$ cat src/rtl/uart_pkg.sv
// Shared UART definitions: parity modes, transmitter states and character-length helpers.
package uart_pkg;

    localparam int unsigned MIN_BITS           = 5;
    localparam int unsigned DEFAULT_OVERSAMPLE = 16;

    typedef enum logic [1:0] {
        EVEN  = 2'b00,
        ODD   = 2'b01,
        MARK  = 2'b10,
        SPACE = 2'b11
    } parity_mode_e;

    typedef enum logic [2:0] {
        TX_IDLE   = 3'd0,
        TX_START  = 3'd1,
        TX_DATA   = 3'd2,
        TX_PARITY = 3'd3,
        TX_STOP   = 3'd4,
        TX_BREAK  = 3'd5
    } tx_state_e;

    // Limit a requested character length to MIN_BITS..max_bits.
    function automatic logic [3:0] clamp_len(input logic [3:0] len, input int unsigned max_bits);
        if (len < 4'(MIN_BITS)) begin
            return 4'(MIN_BITS);
        end else if (32'(len) > max_bits) begin
            return 4'(max_bits);
        end else begin
            return len;
        end
    endfunction

endpackage

$ cat src/rtl/uart_sync_fifo.sv
// Synchronous FIFO with registered occupancy flags and a sticky overflow indicator.
module uart_sync_fifo #(
    parameter int unsigned WIDTH = 8,
    parameter int unsigned DEPTH = 16
) (
    input  logic                     clk,
    input  logic                     rst,
    input  logic                     wr_en,
    input  logic [WIDTH-1:0]         wr_data,
    input  logic                     rd_en,
    output logic [WIDTH-1:0]         rd_data_c,
    output logic                     full,
    output logic                     empty,
    output logic [$clog2(DEPTH):0]   level,
    output logic                     overflow
);

    localparam int unsigned AW = $clog2(DEPTH);
    localparam int unsigned LW = AW + 1;

    logic [WIDTH-1:0] mem [DEPTH];
    logic [AW-1:0]    wr_ptr;
    logic [AW-1:0]    rd_ptr;
    logic [LW-1:0]    level_d;
    logic             push_c;
    logic             pop_c;

    // Full is the registered flag, so a same-cycle pop never makes room for a write.
    assign push_c    = wr_en && !full;
    assign pop_c     = rd_en && !empty;
    assign rd_data_c = mem[rd_ptr];

    // Next occupancy from push/pop.
    always_comb begin
        level_d = level;
        case ({push_c, pop_c})
            2'b10:   level_d = level + LW'(1);
            2'b01:   level_d = level - LW'(1);
            default: level_d = level;
        endcase
    end

    // Pointers, occupancy flags and sticky overflow.
    always_ff @(posedge clk or posedge rst) begin
        if (rst) begin
            wr_ptr   <= '0;
            rd_ptr   <= '0;
            level    <= '0;
            full     <= 1'b0;
            empty    <= 1'b1;
            overflow <= 1'b0;
        end else begin
            if (push_c) wr_ptr <= wr_ptr + AW'(1);
            if (pop_c)  rd_ptr <= rd_ptr + AW'(1);
            level    <= level_d;
            full     <= (level_d == LW'(DEPTH));
            empty    <= (level_d == '0);
            overflow <= overflow || (wr_en && full);
        end
    end

    // Storage array; contents need no reset because the pointers define validity.
    always_ff @(posedge clk) begin
        if (push_c) mem[wr_ptr] <= wr_data;
    end

endmodule

$ cat src/rtl/uart_tx_buf.sv
// Buffered UART transmitter: FIFO-fed framing with parity, 1/2 stop bits, CTS gating and break.
module uart_tx_buf
    import uart_pkg::*;
#(
    parameter int unsigned FIFO_DEPTH = 16,
    parameter int unsigned OVERSAMPLE = DEFAULT_OVERSAMPLE,
    parameter int unsigned MAX_BITS   = 9
) (
    input  logic                          clk,
    input  logic                          rst,
    input  logic                          tick_i,
    input  logic                          wr_en_i,
    input  logic [MAX_BITS-1:0]           wr_data_i,
    input  logic [3:0]                    data_len_i,
    input  logic                          parity_en_i,
    input  logic [1:0]                    parity_mode_i,
    input  logic                          stop2_i,
    input  logic                          break_i,
    input  logic                          cts_n_i,
    output logic                          tx_o,
    output logic                          full_o,
    output logic                          empty_o,
    output logic [$clog2(FIFO_DEPTH):0]   level_o,
    output logic                          overflow_o,
    output logic                          busy_o,
    output logic                          done_o
);

    localparam int unsigned TW = $clog2(OVERSAMPLE);
    localparam logic [TW-1:0] TICK_LAST = TW'(OVERSAMPLE - 1);

    localparam logic [2:0] S_IDLE   = TX_IDLE;
    localparam logic [2:0] S_START  = TX_START;
    localparam logic [2:0] S_DATA   = TX_DATA;
    localparam logic [2:0] S_PARITY = TX_PARITY;
    localparam logic [2:0] S_STOP   = TX_STOP;
    localparam logic [2:0] S_BREAK  = TX_BREAK;

    logic [2:0]          state_q,    state_d;
    logic [TW-1:0]       tick_cnt_q, tick_cnt_d;
    logic [3:0]          bit_cnt_q,  bit_cnt_d;
    logic [MAX_BITS-1:0] shreg_q,    shreg_d;
    logic [3:0]          len_q,      len_d;
    logic                par_en_q,   par_en_d;
    logic                par_bit_q,  par_bit_d;
    logic                stop2_q,    stop2_d;
    logic                from_brk_q, from_brk_d;
    logic                tx_d;
    logic                done_d;

    logic                pop_c;
    logic [MAX_BITS-1:0] fifo_data_c;
    logic [3:0]          len_c;
    logic                par_even_c;
    logic                par_bit_c;
    logic [3:0]          frame_bits_c;
    logic                bit_end_c;
    logic                brk_done_c;

    uart_sync_fifo #(
        .WIDTH (MAX_BITS),
        .DEPTH (FIFO_DEPTH)
    ) u_fifo (
        .clk       (clk),
        .rst       (rst),
        .wr_en     (wr_en_i),
        .wr_data   (wr_data_i),
        .rd_en     (pop_c),
        .rd_data_c (fifo_data_c),
        .full      (full_o),
        .empty     (empty_o),
        .level     (level_o),
        .overflow  (overflow_o)
    );

    // Parity bit of the head character under the live configuration, latched at pop.
    always_comb begin
        len_c      = clamp_len(data_len_i, MAX_BITS);
        par_even_c = 1'b0;
        for (int i = 0; i < MAX_BITS; i++) begin
            if (4'(i) < len_c) par_even_c = par_even_c ^ fifo_data_c[i];
        end
        case (parity_mode_e'(parity_mode_i))
            EVEN:    par_bit_c = par_even_c;
            ODD:     par_bit_c = !par_even_c;
            MARK:    par_bit_c = 1'b1;
            SPACE:   par_bit_c = 1'b0;
            default: par_bit_c = 1'b0;
        endcase
    end

    // Bit-boundary and break-minimum conditions from the latched frame.
    always_comb begin
        bit_end_c    = tick_i && (tick_cnt_q == TICK_LAST);
        frame_bits_c = 4'd2 + len_q + 4'(par_en_q) + 4'(stop2_q);
        brk_done_c   = (bit_cnt_q == frame_bits_c) ||
                       (bit_end_c && (bit_cnt_q == frame_bits_c - 4'd1));
    end

    // Next-state and line-level logic.
    always_comb begin
        state_d    = state_q;
        tick_cnt_d = tick_cnt_q;
        bit_cnt_d  = bit_cnt_q;
        shreg_d    = shreg_q;
        len_d      = len_q;
        par_en_d   = par_en_q;
        par_bit_d  = par_bit_q;
        stop2_d    = stop2_q;
        from_brk_d = from_brk_q;
        tx_d       = tx_o;
        done_d     = 1'b0;
        pop_c      = 1'b0;

        if ((state_q != S_IDLE) && tick_i) begin
            tick_cnt_d = bit_end_c ? '0 : tick_cnt_q + TW'(1);
        end

        case (state_q)
            S_IDLE: begin
                tx_d       = 1'b1;
                tick_cnt_d = '0;
                bit_cnt_d  = '0;
                if (tick_i) begin
                    if (break_i) begin
                        state_d    = S_BREAK;
                        tx_d       = 1'b0;
                        len_d      = len_c;
                        par_en_d   = parity_en_i;
                        stop2_d    = stop2_i;
                        from_brk_d = 1'b1;
                    end else if (!empty_o && !cts_n_i) begin
                        state_d    = S_START;
                        tx_d       = 1'b0;
                        pop_c      = 1'b1;
                        shreg_d    = fifo_data_c;
                        len_d      = len_c;
                        par_en_d   = parity_en_i;
                        par_bit_d  = par_bit_c;
                        stop2_d    = stop2_i;
                        from_brk_d = 1'b0;
                    end
                end
            end
            S_START: begin
                if (bit_end_c) begin
                    state_d   = S_DATA;
                    tx_d      = shreg_q[0];
                    bit_cnt_d = '0;
                end
            end
            S_DATA: begin
                if (bit_end_c) begin
                    if (bit_cnt_q == len_q - 4'd1) begin
                        bit_cnt_d = '0;
                        if (par_en_q) begin
                            state_d = S_PARITY;
                            tx_d    = par_bit_q;
                        end else begin
                            state_d = S_STOP;
                            tx_d    = 1'b1;
                        end
                    end else begin
                        bit_cnt_d = bit_cnt_q + 4'd1;
                        shreg_d   = shreg_q >> 1;
                        tx_d      = shreg_q[1];
                    end
                end
            end
            S_PARITY: begin
                if (bit_end_c) begin
                    state_d   = S_STOP;
                    tx_d      = 1'b1;
                    bit_cnt_d = '0;
                end
            end
            S_STOP: begin
                if (bit_end_c) begin
                    if (stop2_q && (bit_cnt_q == 4'd0)) begin
                        bit_cnt_d = 4'd1;
                    end else begin
                        state_d = S_IDLE;
                        tx_d    = 1'b1;
                        done_d  = !from_brk_q;
                    end
                end
            end
            S_BREAK: begin
                tx_d = 1'b0;
                if (tick_i) begin
                    if (brk_done_c && !break_i) begin
                        state_d    = S_STOP;
                        tx_d       = 1'b1;
                        stop2_d    = 1'b1;
                        bit_cnt_d  = '0;
                        tick_cnt_d = '0;
                    end else if (bit_end_c && (bit_cnt_q != frame_bits_c)) begin
                        bit_cnt_d = bit_cnt_q + 4'd1;
                    end
                end
            end
            default: begin
                state_d = S_IDLE;
                tx_d    = 1'b1;
            end
        endcase
    end

    // State, frame registers and registered outputs.
    always_ff @(posedge clk or posedge rst) begin
        if (rst) begin
            state_q    <= S_IDLE;
            tick_cnt_q <= '0;
            bit_cnt_q  <= '0;
            shreg_q    <= '0;
            len_q      <= 4'(MIN_BITS);
            par_en_q   <= 1'b0;
            par_bit_q  <= 1'b0;
            stop2_q    <= 1'b0;
            from_brk_q <= 1'b0;
            tx_o       <= 1'b1;
            done_o     <= 1'b0;
            busy_o     <= 1'b0;
        end else begin
            state_q    <= state_d;
            tick_cnt_q <= tick_cnt_d;
            bit_cnt_q  <= bit_cnt_d;
            shreg_q    <= shreg_d;
            len_q      <= len_d;
            par_en_q   <= par_en_d;
            par_bit_q  <= par_bit_d;
            stop2_q    <= stop2_d;
            from_brk_q <= from_brk_d;
            tx_o       <= tx_d;
            done_o     <= done_d;
            busy_o     <= (state_d != S_IDLE);
        end
    end

endmodule

$ cat config.mk
export PLATFORM = sky130hd
export DESIGN_NAME = uart_tx_buf
export DESIGN_NICKNAME = d
export VERILOG_FILES = /design/src/rtl/uart_pkg.sv /design/src/rtl/uart_sync_fifo.sv /design/src/rtl/uart_tx_buf.sv
export SDC_FILE = /design/constraint.sdc
export NUM_CORES = 1
export LEC_CHECK = 0
export ABC_AREA = 0
export CELL_PAD_IN_SITES_DETAIL_PLACEMENT = 0
export CELL_PAD_IN_SITES_GLOBAL_PLACEMENT = 1
export CORE_MARGIN = 2
export CORE_UTILIZATION = 56
export DETAILED_ROUTE_END_ITERATION = 6
export GPL_ROUTABILITY_DRIVEN = 0
export PLACE_DENSITY_LB_ADDON = 0.1
export RECOVER_POWER = 50
export SKIP_CTS_REPAIR_TIMING = 1
export SYNTH_ARGS = -nofsm -noshare
export SYNTH_HDL_FRONTEND = slang
export SYNTH_SLANG_ARGS = --single-unit
$ cat constraint.sdc
create_clock -name clk -period 10.5 [get_ports clk]
set_clock_uncertainty 0.1 [all_clocks]
set_input_delay 3.15 -clock clk [delete_from_list [all_inputs] [get_ports clk]]
set_output_delay 3.15 -clock clk [all_outputs]
set_load 0.005 [all_outputs]
* Word-level counts from Yosys, hierarchy flattened
Memory sizes are Yosys's and may differ from the RTL's.
Index checks and enable logic that the tools add are counted.
W data, S select, Z words.
** Cells by class
- Reduce and logical (&&, ||, !) cells :: 35
- Multiplexer cells :: 80
- Bitwise gates (word level) :: 9
- Add/sub/neg operators :: 11
- Order comparisons :: 11
- Equality and inequality tests :: 31
** Operators by type and width (count)
- $mux W4 :: 16
- $mux W9 :: 5
- $mux W1 :: 39
- $mux W3 :: 12
- $ne A2 B2 Y1 const B :: 12
- $pmux W4 S5 :: 1
- $pmux W3 S6 :: 1
- $pmux W9 S2 :: 1
- $add A4 B1 Y4 const B :: 4
- $lt A3 B4 Y1 const A :: 4
- $eq A4 B4 Y1 :: 3
- $logic_and A1 B1 Y1 :: 10
- $pmux W5 S2 :: 1
- $reduce_and A5 Y1 :: 2
- $add A4 B1 Y4 :: 2
- $lt A1 B4 Y1 const A :: 2
- $lt A2 B4 Y1 const A :: 2
- $pmux W4 S2 :: 1
- $sub A4 B1 Y4 const B :: 2
- $xor A1 B1 Y1 :: 8
- $reduce_and A7 Y1 :: 1
- $eq A2 B2 Y1 const B :: 3
- $eq A3 B2 Y1 const B :: 2
- $eq A3 B3 Y1 const B :: 2
- 30 further kinds :: 41
** Storage, ports and cells
- Memories :: 1
- Bits in writable memories :: 144
- Logic and storage cells :: 196
- Output and inout port bits :: 11
- Register bits :: 47
** Memories
- u_fifo.mem :: depth 16, width 9, rd ports 1, clocked after memory_dff 0, wr ports 1, RTL line uart_sync_fifo.sv:21 : logic [WIDTH-1:0] mem [DEPTH];

* Logic depth before layout (Yosys ltp)
- Word-level depth :: 23
- Gate-level depth with buffers :: 14
- Depth with buffers taken out :: 13

* Cells and area by module
From an unflattened synthesis, not the netlist that was laid out.
** Second synthesis, totals
- Cell total of the unflattened synthesis :: 536
- Area total of the unflattened synthesis :: 8533.2 um^2
** Modules (own cells, without submodules)
- uart_sync_fifo :: instances 1, area an instance 6424.9 um^2, cells each 307, sequential area each 4725.8 um^2
- uart_tx_buf :: instances 1, area an instance 2108.3 um^2, cells each 229, sequential area each 779.5 um^2

* Worst setup path before layout
No wires, ideal clock.
- Path kind :: input to register
- From :: input port cts_n_i
- To :: register u_fifo.full
- Setup time :: 0.073 ns
- Path slack :: 4.742 ns
- Required time :: 10.327 ns
- Cell stages on the path :: 11
- Buffers on the path :: 0
- Data arrival time :: 5.585 ns
- Cells stage by stage :: nor2_1 > nand3_1 > nor2_1 > ha_1 > ha_1 > a21o_1 > a21oi_1 > xnor2_1 > mux2_2 > or4_1 > nor2b_1
** Between the ends
- Word-level cells in the longest chain between the ends :: 10
- Elaborated cells between the ends (all ways) :: 11
** Ends and longest elaborated chain
- from (decl) :: RTL line uart_tx_buf.sv:19 : input logic cts_n_i,
- $logic_not A1 Y1 (*) :: RTL line uart_tx_buf.sv:132 : end else if (!empty_o && !cts_n_i) begin
- $logic_and A1 B1 Y1 (*) :: RTL line uart_tx_buf.sv:132
- $mux W1 (*) :: RTL line uart_tx_buf.sv:132
- $mux W1 (*) :: RTL line uart_tx_buf.sv:125 : if (break_i) begin
- $mux W1 (*) :: RTL line uart_tx_buf.sv:124 : if (tick_i) begin
- $mux W1 (*) :: RTL line uart_tx_buf.sv:119 : case (state_q)
- $logic_and A1 B1 Y1 (*) :: RTL line uart_sync_fifo.sv:30 : assign pop_c = rd_en && !empty;
- named net u_fifo.pop_c :: RTL line uart_sync_fifo.sv:26 : logic pop_c;
- $eq A2 B1 Y1 / $eq A2 B2 Y1 (equally long branches) :: RTL line uart_sync_fifo.sv:36 : case ({push_c, pop_c})
- $pmux W5 S2 (*) :: RTL line uart_sync_fifo.sv:36
- named net u_fifo.level_d[3] :: RTL line uart_sync_fifo.sv:24 : logic [LW-1:0] level_d;
- $eq A5 B5 Y1 (*) :: RTL line uart_sync_fifo.sv:56 : full <= (level_d == LW'(DEPTH));
- to (signal assigned) :: RTL line uart_sync_fifo.sv:56
- to (decl) :: RTL line uart_sync_fifo.sv:12 : output logic full,
Mark *: on every way through the listed nets, which the timed path passes. The rest lies on a longest branch.
A chain may end at the register's enable or synchronous reset.

* Worst setup path after layout
- From :: input port tick_i
- To :: register u_fifo.full
** Between the ends
- Word-level cells in the longest chain between the ends :: 6
- Elaborated cells between the ends (all ways) :: 7
** Ends and longest elaborated chain
- from (decl) :: RTL line uart_tx_buf.sv:11 : input logic tick_i,
- $mux W1 (*) :: RTL line uart_tx_buf.sv:124
- $mux W1 (*) :: RTL line uart_tx_buf.sv:119
- $logic_and A1 B1 Y1 (*) :: RTL line uart_sync_fifo.sv:30
- named net u_fifo.pop_c :: RTL line uart_sync_fifo.sv:26
- $eq A2 B1 Y1 / $eq A2 B2 Y1 (equally long branches) :: RTL line uart_sync_fifo.sv:36
- $pmux W5 S2 (*) :: RTL line uart_sync_fifo.sv:36
- named net u_fifo.level_d[3] :: RTL line uart_sync_fifo.sv:24
- $eq A5 B5 Y1 (*) :: RTL line uart_sync_fifo.sv:56
Marked as above.

==> impl_metrics.toml <==
[synthesis]
synthTopCellsByArea = "edfxtp_1, dfrtp_1, mux4_2"
postSynthCellCount = 556
syn_nets = 596
yosysTopAreaCellShare = 0.507
yosysTopAreaCell = "edfxtp_1"
synth-edff-count = 144
synth_cell_types = 51
synth_seq_area_share = 0.646
netlist_area_mm2 = 0.00853
synth_common_cells = "edfxtp_1, dfrtp_1, nand2_1"
yosysWarnings = 0
synth-async-reset-ratio = 0.246
synth_most_common_cell = "edfxtp_1"
ys_ff_latch = 191
synthFlopType = "edfxtp_1"
syn_avg_cell_area_um2 = 15.3

[placement]
port_buffers = 33
dpl_cell_area_mm2 = 0.00896
dp_hpwl_um = 11100

[worst_setup_path]
crit_start = "tick_i"
reg2reg_from = "state_q[2]$_DFF_PP0_"
cp_max_fo = 16
crit_path_end_kind = "flip-flop"
cp.buffers_inverters = 1
cp_common_cell = "ha_1"
path_class = "input port to flip-flop"
crit_required_ns = 10.76
arrival_ns = 6.70
crit_family = "simple AND/OR/NAND/NOR gates"
critPathSlowestCell = "dlygate4sd3_1"
max_stage_delay_ns = 0.85
critPathLaunchType = "input port"
cp_cell_sequence = "dlygate4sd3_1 -> nand3_1 -> nor2_1 -> ha_1 -> ha_1 -> a21o_1 -> a21oi_1 -> xnor2_1 -> mux2_2 -> or4_1 -> nor2b_1"

[layout]
final_cell_area_mm2 = 0.00954
multi_input_area_mm2 = 0.00280
syn2layout_area_growth_pct = 11.9
nNetsFinal = 626
drive_gt1_frac = 0.119
num_antenna_cells = 0
regArea_mm2 = 0.00551
fillCellCount = 1075

[power_and_ir_drop]
pwr-share-comb = 0.357
internal_power_w = 0.00175
vdd_drop_max_mv = 0.159
power_density_mw_per_mm2 = 273
p_switching_w = 0.000861
sequentialPowerShare = 0.402
clockPowerShare = 0.242
total_leakage_power_nw = 3.48
sw_frac_of_total = 0.330
finalPower_w = 0.00261

[floorplan]
die_w_um = 127
dieArea_mm2 = 0.0162
rows = 45
design.portCount = 34
die_h_um = 127
start_util = 0.567
coreArea_mm2 = 0.0150

[timing]
period_share = 0.614
setup_violations = 0
grt_setup_unrepaired = "false"
tightest_slew_ns = 1.82
maxSlewViolCount = 48
max_freq_mhz = 155
fin_tns_setup_ns = 0
period_needed_ns = 6.45
relSlewSlack = -0.216
finalHoldViolCount = 0

[detailed_routing]
finalWirelength_um = 16700
wl_per_cell_um = 21.3
via_per_inst = 6.05
ant_nets = 0
initialDrtViolationCount = 385
vias = 4758
drc_errors = 0
first_pass_iters = 5

[clock_tree]
clock_latency_ns = 0.43
htreeDepth = 4
clkTransAtPathRegs_ns = 0.07
clock_path_buffers = 2
numCtsBuffers = 17
cts_tree = "done"
root_buffer = "clkbuf_16"
cts_num_sinks = 191

[global_routing]
grt_usage = 0.221
antenna_found_initial = 0
grt_max_degree = 48
grt_pass1_wl_um = 26300
first_global_vias = 4651
grt-ovfl-total = 0

[run_status]
status = "finished, violations left"
violations = "capacitance limit, slew limit"

[hold_path]
hp-start = "u_fifo.overflow$_DFF_PP0_"
hp-class = "flip-flop to flip-flop"

[job]
maxCapViolCount = 1
==> power groups by stage <==
stage	clock, W	sequential, W	combinational [W]
global placement	0	0.00106	0.000922
global route	0.000672	0.00106	0.00102
CTS	0.000639	0.00105	0.000943
floorplan	0	0.00102	0.000753
finish	0.000630	0.00105	0.000930
detailed placement	0	0.00106	0.000936
==> metal layers <==
layer / GRT usage / vias to the layer above / part of all wire
li1: - / 2193 / -
met1: 0.330 / 2444 / 0.47
met2: 0.341 / 103 / 0.48
met3: 0.0318 / 18 / 0.039
met4: 0.0724 / 0 / 0.014
met5: 0 / - / 0
==> layout make-up <==
type | instances | area share
repair buffers | 35 | 0.0362
inverters | 19 | 0.00748
multi-input cells | 322 | 0.294
flip-flops and latches | 191 | 0.577
clock buffers | 18 | 0.0450
clock inverters | 14 | 0.0159
well taps | 188 | 0.0247
==> path summary, 6_finish.rpt <==
path,end,slack [ns],cells past startpoint
min,u_fifo.overflow$_DFF_PP0_,0.37,1
max,u_fifo.full$_DFF_PP0_,4.05,11
min in group asynchronous,tick_cnt_q[2]$_DFF_PP0_,3.65,2
max reg2reg,u_fifo.full$_DFF_PP0_,6.46,11
min reg2reg,u_fifo.overflow$_DFF_PP0_,0.37,1
max in group asynchronous,u_fifo.rd_ptr[0]$_DFFE_PP0P_,5.47,2
==> layout by cell type (no fill, tap or decap), types with 3 or more instances in the layout <==
cell,count
edfxtp_1,144
dfrtp_1,42
nand2_1,37
mux4_2,28
nor2_1,25
a21oi_1,24
clkdlybuf4s50_1,21
inv_1,19
and2_1,19
o21ai_0,18
a22oi_1,17
clkbuf_16,17
xnor2_1,16
ha_1,15
xor2_1,13
mux2i_1,13
dlygate4sd3_1,12
nor3_1,9
a31oi_1,8
nand2b_1,7
nor2b_1,7
nand3_1,7
mux4_1,7
nand4_1,5
and3_1,4
a21o_1,4
inv_6,4
dfstp_2,4
a22o_1,3
xnor3_1,3
o31ai_1,3
o22ai_1,3
mux2_2,3
o2111ai_1,3
or3_1,3
inv_8,3
==> cells by family after synthesis <==
logic type               share of synthesized area
AO/OA/AOI/OAI                               0.0716
XOR/XNOR                                    0.0405
adder cells (fa/ha/maj)                     0.0267
buffers and inverters                       0.0260
flip-flops                                   0.646
multiplexers                                 0.116
AND/OR/NAND/NOR                             0.0735
==> worst reg2reg max path, delay by kind of cell (launching register included) <==
family | cells | cell delay [ns]
multiplexers | 1 | 0.27
XOR/XNOR | 1 | 0.09
flip-flops | 1 | 0.57
adder cells (fa/ha/maj) | 2 | 0.60
AO/OA/AOI/OAI | 2 | 0.36
AND/OR/NAND/NOR | 5 | 1.98
==> through the flow <==
step | util | std cells | setup slack, ns | hold WS [ns]
after floorplan | - | 556 | 4.74 | 0.310
after detailed placement | 0.596 | 755 | 3.67 | 0.358
final | 0.635 | 787 | 4.05 | 0.370
after CTS | 0.635 | 787 | 4.12 | 0.369
after global placement | 0.596 | 755 | 3.79 | 0.341
after global routing | 0.635 | 787 | 3.69 | 0.382
==> state kept, by name (all words and copies together) (netlist names) <==
signal and cells:
bit_cnt_q 4, busy_o 1, done_o 1, from_brk_q 1, len_q 4, par_bit_q 1
par_en_q 1, shreg_q 9, state_q 3, stop2_q 1, tick_cnt_q 4, tx_o 1
u_fifo.empty 1, u_fifo.full 1, u_fifo.level 5, u_fifo.mem 144, u_fifo.overflow 1, u_fifo.rd_ptr 4
u_fifo.wr_ptr 4
Power figures use the tool's default switching activity.
